$ cat src/rtl/if_stage.sv
// Instruction-fetch stage: PC, immediate generation, branch/JAL prediction, IF/ID register.
// Define IF_BHT_EN for a 2-bit dynamic BHT; otherwise branches use static backward-taken/forward-not-taken.
module if_stage #(
   parameter int              size      = 32,
   parameter int              BHT_DEPTH = 16,
   parameter logic [size-1:0] RESET_PC  = '0
) (
   input  logic            clk,
   input  logic            reset,
   input  logic            stall,
   input  logic            flush,
   input  logic [size-1:0] correct_pc_i,
   input  logic            upd_valid_i,
   input  logic [size-1:0] upd_pc_i,
   input  logic            upd_taken_i,
   input  logic [size-1:0] instruction_mem_i,
   output logic [size-1:0] imem_addr_o,
   output logic [size-1:0] instruction_o,
   output logic [size-1:0] IMM_o,
   output logic [size-1:0] PCplus_o,
   output logic            Predicted_MPC_o
);

   localparam int IDX_W = (BHT_DEPTH > 1) ? $clog2(BHT_DEPTH) : 1;

   localparam logic [6:0] OP_LOAD   = 7'b0000011;
   localparam logic [6:0] OP_ALUI   = 7'b0010011;
   localparam logic [6:0] OP_JALR   = 7'b1100111;
   localparam logic [6:0] OP_STORE  = 7'b0100011;
   localparam logic [6:0] OP_BRANCH = 7'b1100011;
   localparam logic [6:0] OP_LUI    = 7'b0110111;
   localparam logic [6:0] OP_AUIPC  = 7'b0010111;
   localparam logic [6:0] OP_JAL    = 7'b1101111;

   logic [size-1:0] pc_q, pc_d;
   logic [size-1:0] instr_q, instr_d;
   logic [size-1:0] imm_q, imm_d;
   logic [size-1:0] pcplus_q, pcplus_d;
   logic            pred_q, pred_d;

   logic [31:0]     instr;
   logic [6:0]      opcode;
   logic [31:0]     imm_32;
   logic [size-1:0] imm;
   logic [size-1:0] pc_plus4;
   logic [size-1:0] next_pc;
   logic            is_jal;
   logic            is_branch;
   logic            branch_taken;
   logic            pred_taken;

   assign instr  = instruction_mem_i[31:0];
   assign opcode = instr[6:0];

   always_comb begin
      imm_32 = '0;
      case (opcode)
         OP_LOAD, OP_ALUI, OP_JALR: imm_32 = {{20{instr[31]}}, instr[31:20]};
         OP_STORE:                  imm_32 = {{20{instr[31]}}, instr[31:25], instr[11:7]};
         OP_BRANCH:                 imm_32 = {{20{instr[31]}}, instr[7], instr[30:25], instr[11:8], 1'b0};
         OP_LUI, OP_AUIPC:          imm_32 = {instr[31:12], 12'b0};
         OP_JAL:                    imm_32 = {{12{instr[31]}}, instr[19:12], instr[20], instr[30:21], 1'b0};
         default:                   imm_32 = '0;
      endcase
   end

   assign imm       = size'($signed(imm_32));
   assign is_jal    = (opcode == OP_JAL);
   assign is_branch = (opcode == OP_BRANCH);

`ifdef IF_BHT_EN
   logic [1:0]       bht_q [BHT_DEPTH];
   logic [1:0]       bht_d [BHT_DEPTH];
   logic [IDX_W-1:0] rd_idx;
   logic [IDX_W-1:0] upd_idx;
   logic             unused_upd_bits;

   assign rd_idx          = pc_q[IDX_W+1:2];
   assign upd_idx         = upd_pc_i[IDX_W+1:2];
   assign unused_upd_bits = ^{upd_pc_i[size-1:IDX_W+2], upd_pc_i[1:0]};
   // Prediction reads bht_q, so a same-cycle update to the same entry is not yet visible.
   assign branch_taken    = bht_q[rd_idx][1];

   always_comb begin
      bht_d = bht_q;
      if (upd_valid_i) begin
         if (upd_taken_i && (bht_q[upd_idx] != 2'b11))
            bht_d[upd_idx] = bht_q[upd_idx] + 2'b01;
         else if (!upd_taken_i && (bht_q[upd_idx] != 2'b00))
            bht_d[upd_idx] = bht_q[upd_idx] - 2'b01;
      end
   end

   always_ff @(posedge clk) begin
      if (reset) begin
         for (int i = 0; i < BHT_DEPTH; i++)
            bht_q[i] <= 2'b01;
      end else begin
         bht_q <= bht_d;
      end
   end
`else
   logic unused_upd;

   assign unused_upd   = ^{upd_valid_i, upd_taken_i, upd_pc_i};
   assign branch_taken = imm_32[31];
`endif

   assign pred_taken = is_jal | (is_branch & branch_taken);
   assign pc_plus4   = pc_q + size'(4);
   assign next_pc    = pred_taken ? (pc_q + imm) : pc_plus4;

   // A flush also zeroes the whole IF/ID register, so decode sees an all-zero bubble.
   always_comb begin
      pc_d     = next_pc;
      instr_d  = instruction_mem_i;
      imm_d    = imm;
      pcplus_d = pc_plus4;
      pred_d   = pred_taken;
      if (flush) begin
         pc_d     = correct_pc_i;
         instr_d  = '0;
         imm_d    = '0;
         pcplus_d = '0;
         pred_d   = 1'b0;
      end else if (stall) begin
         pc_d     = pc_q;
         instr_d  = instr_q;
         imm_d    = imm_q;
         pcplus_d = pcplus_q;
         pred_d   = pred_q;
      end
   end

   always_ff @(posedge clk) begin
      if (reset) begin
         pc_q     <= RESET_PC;
         instr_q  <= '0;
         imm_q    <= '0;
         pcplus_q <= '0;
         pred_q   <= 1'b0;
      end else begin
         pc_q     <= pc_d;
         instr_q  <= instr_d;
         imm_q    <= imm_d;
         pcplus_q <= pcplus_d;
         pred_q   <= pred_d;
      end
   end

   assign imem_addr_o     = pc_q;
   assign instruction_o   = instr_q;
   assign IMM_o           = imm_q;
   assign PCplus_o        = pcplus_q;
   assign Predicted_MPC_o = pred_q;

endmodule
$ cat config.mk
export PLATFORM = sky130hd
export DESIGN_NAME = if_stage
export DESIGN_NICKNAME = d
export VERILOG_FILES = /design/src/rtl/if_stage.sv
export SDC_FILE = /design/constraint.sdc
export NUM_CORES = 1
export LEC_CHECK = 0
export ABC_CLOCK_PERIOD_IN_PS = 5900
export BUFFER_PORTS_ARGS = -buffer_cell sky130_fd_sc_hd__buf_2
export CAP_MARGIN = 30
export CORE_ASPECT_RATIO = 0.8
export CORE_MARGIN = 8
export CORE_UTILIZATION = 57
export DETAILED_ROUTE_END_ITERATION = 8
export HOLD_SLACK_MARGIN = 0.08
export PLACE_DENSITY = 0.84
export SYNTH_ARGS = -nofsm -noshare
export SYNTH_HDL_FRONTEND = slang
export SYNTH_SLANG_ARGS = --single-unit
$ cat constraint.sdc
create_clock -name clk -period 5.9 [get_ports clk]
set_clock_uncertainty 0.1 [all_clocks]
set_input_delay 0.295 -clock clk [delete_from_list [all_inputs] [get_ports clk]]
set_output_delay 0.295 -clock clk [all_outputs]
set_load 0.05 [all_outputs]
==> metrics.txt, run 1 <==
Worst Setup Path Type in2reg; Remaining DRCs 0; CP Data Required Time between 6 and 7 ns; Final Util 73.1%; Via density 6.17; gpl congestion between 0.9 and 1; Leak 4.79 nW; Pwr Density around 250 nW/um2; Seq/Total Area, Yosys between 30 and 40%; Worst setup SP type input port; CP endpoint imem_addr_o[27]; main combinational cell family by area after synthesis compound AO/OA/AOI/OAI gates; setup TNS 0 ns; I/O pin count 231; post-route ant nets 0; ranking of synthesized cells by area dfxtp_1 33%, a21oi_1 7.1%, nor2_1 7.0%; WL final 28.3 mm; Reg-to-Reg End imem_addr_o[24]; drt first pass iters 6; initial antenna violation count 0; layout cell share with drive strength beyond 1 between 20% and 30%; metal1 wirelength between 10 and 15 mm; Avg WL per Cell between 20 and 25 um; Cell variety after synth between 70 and 80; Final Critical Period a little under 5 ns; Yosys warning count 0; Fin. Hold Viols 0; Finish-stage setup viols 0; synthesis-stage register bit count between 100 and 150; largest net degree at the start of global routing 83; Worst Reg-to-Reg Cells 10; vias in the first global route 8003; worst-skew pair later-pin latency approximately 0.42 ns; Layout Nets roughly 1300; clock root cell clkbuf_16; htree depth 4; status finished, final reports clean; cell taking the most area after synthesis dfxtp_1; CTS-repair resized insts 0; effective utilization at floorplan between 50% and 60%; post-synthesis mux area share 5.87%; met2 wire length about 13 mm; Hold Buf Count CTS 42; CTS max path bufs 2; Worst setup EP type flop; core area 13500 um2; synthesized-area fraction occupied by adder cells about 5.4%; maximum vdd drop between 0.0002 and 0.00025 V; Hold Path Class in2reg; clock-pin slew on the worst setup and hold paths around 0.06 ns; fin crit share ~82%; Die ar. 17800 um2; r2r startpoint imem_addr_o[0]; first-pass GRT wire length 43.6 mm; compound-cell area share of the yosys netlist between 20% and 30%; GRT Total Usage between 30% and 40%; Top Metal Used met4; met3 WL around 2.8 mm; P&R area growth vs syn 26.0%; Setup crit start instruction_mem_i[0]; fmax 0.206 GHz; share of the synthesized area in the top cell type approximately a third; Reg2Reg Setup Slack roughly 2.7 ns; cells after synthesis ~990; placed wire-length estimate ~20 mm; CTS tree done; Max Cap Viol 0; Buffers on Ports 196; Final Max Tran Viols 0; critical path arrival 5.06 ns; via count between 8000 and 9000; fraction of registers with async set/reset 0%; largest fanout on the critical path 11; Post-Synth Simple-Gate Area 22.6%; Inserted Clock Buffers 17; Main synth FF type dfxtp_1; Worst slew margin between 30 and 40%; grt ovf 0; xor and xnor area share after synthesis 5.36%; clk sinks between 100 and 150; initial DRC count just over 900; Die Ht 121 um; Post-CTS Setup Repair Bufs 0; die width 147 um; Post-Syn Nets between 1000 and 1500; Mean Syn Cell Area around 8 um2; cell area after synthesis approximately 7800 um2; number of synthesized flops with an enable pin 0; row count 38; RSZ-0062 raised after global routing false; Tightest Pin Transition roughly 0.95 ns
-- worst max-delay path: stages --
cell	delay [ns]
dlygate4sd3_1	0.52
buf_2	0.12
nand2_1	0.15
nor4_2	0.70
nor2_1	0.29
nor2b_1	0.64
a21o_1	0.25
ha_1	0.33
a21oi_1	0.37
o21ai_0	0.29
a221o_1	0.43
a21oi_1	0.26
o21ai_0	0.16
xnor2_1	0.16
o21ai_0	0.08
-- routing by layer --
layer	vias up	GRT usage (%)
met4	0	13.4
met2	491	47.5
met3	82	8.54
met1	4010	39.1
met5	-	0
li1	4004	-
-- cells in the mapped netlist, drive strengths merged (5+ instances only) --
master and instances:
a21o 29, xor2 22, and3 18, nand3 21
dfxtp 129, o21a 7, a22o 6, buf 24
a31oi 8, nor4 5, o221ai 6, inv 11
nand2b 19, nor2 148, a211oi 14, a221oi 7
mux2i 46, nor3 16, o31ai 6, nor2b 10
o211a 14, nand2 108, xnor2 26, nand4 10
clkbuf 37, ha 32, o21ai 45, and4 6
a21oi 112
-- cell usage in the layout, fill, tap and decap left out, drive strengths merged, types with 14 or more instances in the layout --
master,netlist,routed
buf,24,205
a21oi,112,112
dlygate4sd3,0,42
o211a,14,14
ha,32,32
nor2,148,148
a21o,29,29
nand2,108,108
nand2b,19,19
dfxtp,129,129
xnor2,26,26
o21ai,45,45
xor2,22,22
nor3,16,16
mux2i,46,46
nand3,21,21
a211oi,14,14
and3,18,18
inv,11,14
clkbuf,37,21
-- state kept, by name, indices dropped and copies added, names as in the netlist --
name and cells:
instruction_o 32, Predicted_MPC_o 1, imem_addr_o 32, IMM_o 32
PCplus_o 32
-- how the worst min path moves through the flow --
stage,startpoint,to,cells after the start
detailed placement,IMM_o[0],IMM_o[0],2
finish,correct_pc_i[18],imem_addr_o[18],3
global placement,IMM_o[0],IMM_o[0],2
global route,instruction_mem_i[23],instruction_o[23],3
floorplan,correct_pc_i[22],imem_addr_o[22],2
CTS,correct_pc_i[18],imem_addr_o[18],3
-- cells by family after synthesis --
group           count (synthesis)
buf+inv                        72
flops                         129
xor+xnor                       48
compound gates                290
fa+ha+maj                      33
mux                            46
simple gates                  376
-- report_power, final --
part           switching [mW]  internal (mW)  leakage (nW)  total [mW]
registers              0.0405          0.901          1.05       0.942
logic                   0.284          0.138          3.45       0.422
clock network           0.419          0.659         0.288        1.08
-- through the flow --
step	area, um2	std cells	power [mW]	worst slack (ns)	hold slack, ns
floorplan	7840	994	1.23	2.37	0.316
global placement	8860	1318	1.34	1.46	0.345
detailed placement	8860	1318	1.35	1.36	0.350
CTS	9870	1391	2.43	1.23	0.0808
global route	9870	1391	2.51	0.693	0.0832
finish	9880	1392	2.44	1.04	0.0821
-- area by class of cell --
class,instances,area (um2)
Antenna cell,1,2.50
Clock inverter,10,126
Tap cell,180,225
Inverter,11,41.3
Fill cell,1050,3630
Multi-Input combinational cell,793,4960
Sequential cell,129,2580
Clock buffer,21,470
Timing Repair Buffer,247,1470
Power figures use the tool's default switching activity.
==> inputs of run 2 (changes only) <==
Settings changed: ABC_CLOCK_PERIOD_IN_PS 5900 to 4830, CORE_UTILIZATION 57 to 53, PLACE_DENSITY 0.84 to 0.79.
Clock period 5.9 ns to 4.83 ns, I/O delays scaled along.
==> run 2 against run 1 <==
Compared with the run above: sequential power is 22% higher; largest power group unchanged; via count down 1.5%; routed wire length is 1.9% higher; cell count rose by 1.9%; register-to-register slack lost 1.3 ns; sequential cell count is the same; die area increased by 6.6%; critical path depth up 2; global-route usage decreased by 1.2 points; critical endpoint is now imem_addr_o[26]; clock power grew 29%; power is 26% higher.
==> metrics.txt, run 2 (synthesis results as in run 1) <==
status finished, final reports clean; Max Cap Viol 0; Leak 4.91 nW; Final Max Tran Viols 0; layer with the highest usage met2; Gate power share around 17%; met2 global-route usage between 40% and 50%; Worst setup SP type input port; Worst slew margin about a third; RSZ-0062 raised after global routing false; Remaining DRCs 0; Die ar. 19000 um2; CTS tree done; Die Ht 125 um; GRT Total Usage a little under 30%; WL final about 29 mm; via count roughly 8500; setup TNS 0 ns; Tightest Pin Transition roughly 1 ns; Pwr Total 3.07 mW; Inserted Clock Buffers 17; core area 14400 um2; first-pass GRT wire length between 40 and 50 mm; maximum vdd drop between 0.0002 and 0.0003 V; P&R area growth vs syn 29.1%; Via density slightly below 6; crit-path most repeated cell a21oi_1; Max stage delay cell, worst path dlygate4sd3_1; vias in the first global route roughly 8100; effective utilization at floorplan about 54%; P_sw ~940 uW; met3 usage 8.67%; drt first pass iters 5; post-route ant nets 0; CP delay by family, top compound AO/OA/AOI/OAI gates; Worst setup EP type flop; WP buf/inv 3; Final Critical Period approximately 4.6 ns; Hold Path Class in2reg; largest net degree at the start of global routing 91; Filler cells roughly 1200; CTS max path bufs 2; initial DRC count 960; Pwr Density between 300 and 400 nW/um2; fmax about 0.22 GHz; Fin. Hold Viols 0; most frequent cells in the layout 195 x buf_2, 146 x nor2_1, 129 x dfxtp_1, 112 x a21oi_1, 107 x nand2_1; row count 39; Buffers on Ports just under 200; placed wire-length estimate roughly 21 mm; Final Util about 70%; I/O pin count between 200 and 250; worst-skew pair later-pin latency approximately 0.43 ns; fin crit share between 90% and 100%; gpl congestion ~0.95; grt ovf 0; Layout Nets between 1000 and 1500; layout cell share with drive strength beyond 1 20.9%; crit-path cells dlygate4sd3_1 > buf_2 > or3_1 > a211oi_2 > nand2_1 > o21ai_0 > ha_1 > fa_1 > a21oi_1 > nand4b_1 > a21oi_1 > o311ai_1 > a21oi_1 > nand2_1 > o2bb2ai_1 > o32ai_1 > dlygate4sd3_1; critical path arrival around 4.8 ns; Reg2Reg Setup Slack between 1 and 1.5 ns; Finish-stage setup viols 0; Finished Layout Cells approximately 1400; commonest non-fill, non-tap cell in the layout buf_2; die width 152 um; met1 Use GR 36.7%; initial antenna violation count 2; htree depth 4; largest fanout on the critical path 8; Worst Setup Path Type in2reg; clk sinks between 100 and 150; Switching Share a little under a third; clock root cell clkbuf_16; Avg WL per Cell around 20 um; clock group share of total power between 40 and 50%; Seq pwr share 37.5%; CP peak stage delay about 0.59 ns; clock-pin slew on the worst setup and hold paths 0.06 ns; CP Data Required Time between 5 and 6 ns; internal power between 2 and 2.5 mW; Hold WS ~0.1 ns; Inst Count DP around 1300
run 2: cell count changes in the layout (fill, tap and decap cells not counted):
cell	delta
inv_8	+1
dlygate4sd3_1	+17
a211oi_2	+1
clkbuf_1	-1
clkbuf_8	-1
o311ai_1	+1
clkinv_4	+1
bufinv_16	+1
diode_2	+1
a211oi_1	-1
o311ai_0	-1
buf_6	+1
buf_4	+3
run 2: layout make-up:
type / count / area (um2) / area share [%]
antenna: 2 / 5.00 / 0.0494
clock buffer: 19 / 453 / 4.47
clock inverter: 13 / 176 / 1.74
inverter: 11 / 41.3 / 0.408
multi-input combinational: 793 / 4960 / 49.0
sequential: 129 / 2580 / 25.5
tap: 184 / 230 / 2.27
timing repair buffer: 268 / 1680 / 16.5
run 2: power by group through the flow:
stage                     Sequential [mW]  Clock [mW]  Combinational, mW
after floorplan                      1.28           0              0.227
after global placement               1.17           0              0.476
after detailed placement             1.17           0              0.481
after CTS                            1.15        1.38              0.521
after global routing                 1.16        1.43              0.563
final                                1.15        1.39              0.530
run 2: through the flow:
stage | area, um2 | setup slack (ns)
global route | 10100 | 0.0623
global placement | 8890 | 0.739
floorplan | 7840 | 1.35
finish | 10100 | 0.276
detailed placement | 8890 | 0.683
CTS | 10100 | 0.167
run 2: worst min-delay path, stage by stage:
cell and delay [ns]:
buf_2 0.10, nand2_1 0.07, a211o_1 0.13, nor3_2 0.04
run 2: final timing paths:
check	depth (start not counted)	from	to
worst max-delay path	17	instruction_mem_i[2]	imem_addr_o[26]
worst min-delay path	4	correct_pc_i[29]	imem_addr_o[29]
worst max register to register	11	imem_addr_o[0]	imem_addr_o[26]
worst min register to register	2	IMM_o[20]	IMM_o[20]
run 2: routing by layer:
layer | routed length (um) | part of all wire (%) | vias up
met5 | 0 | 0 | -
met4 | 855 | 3.0 | 0
met3 | 3180 | 11 | 60
met2 | 13000 | 45 | 478
met1 | 11800 | 41 | 3885
li1 | - | - | 4032
run 2: what timing repair did:
action | in CTS | in global routing
endpoints found under the hold margin | 58 | 0
hold buffers | 59 | 0
endpoints found under the setup margin | 0 | 1
resized for setup | 0 | 2
setup buffers | 0 | 0
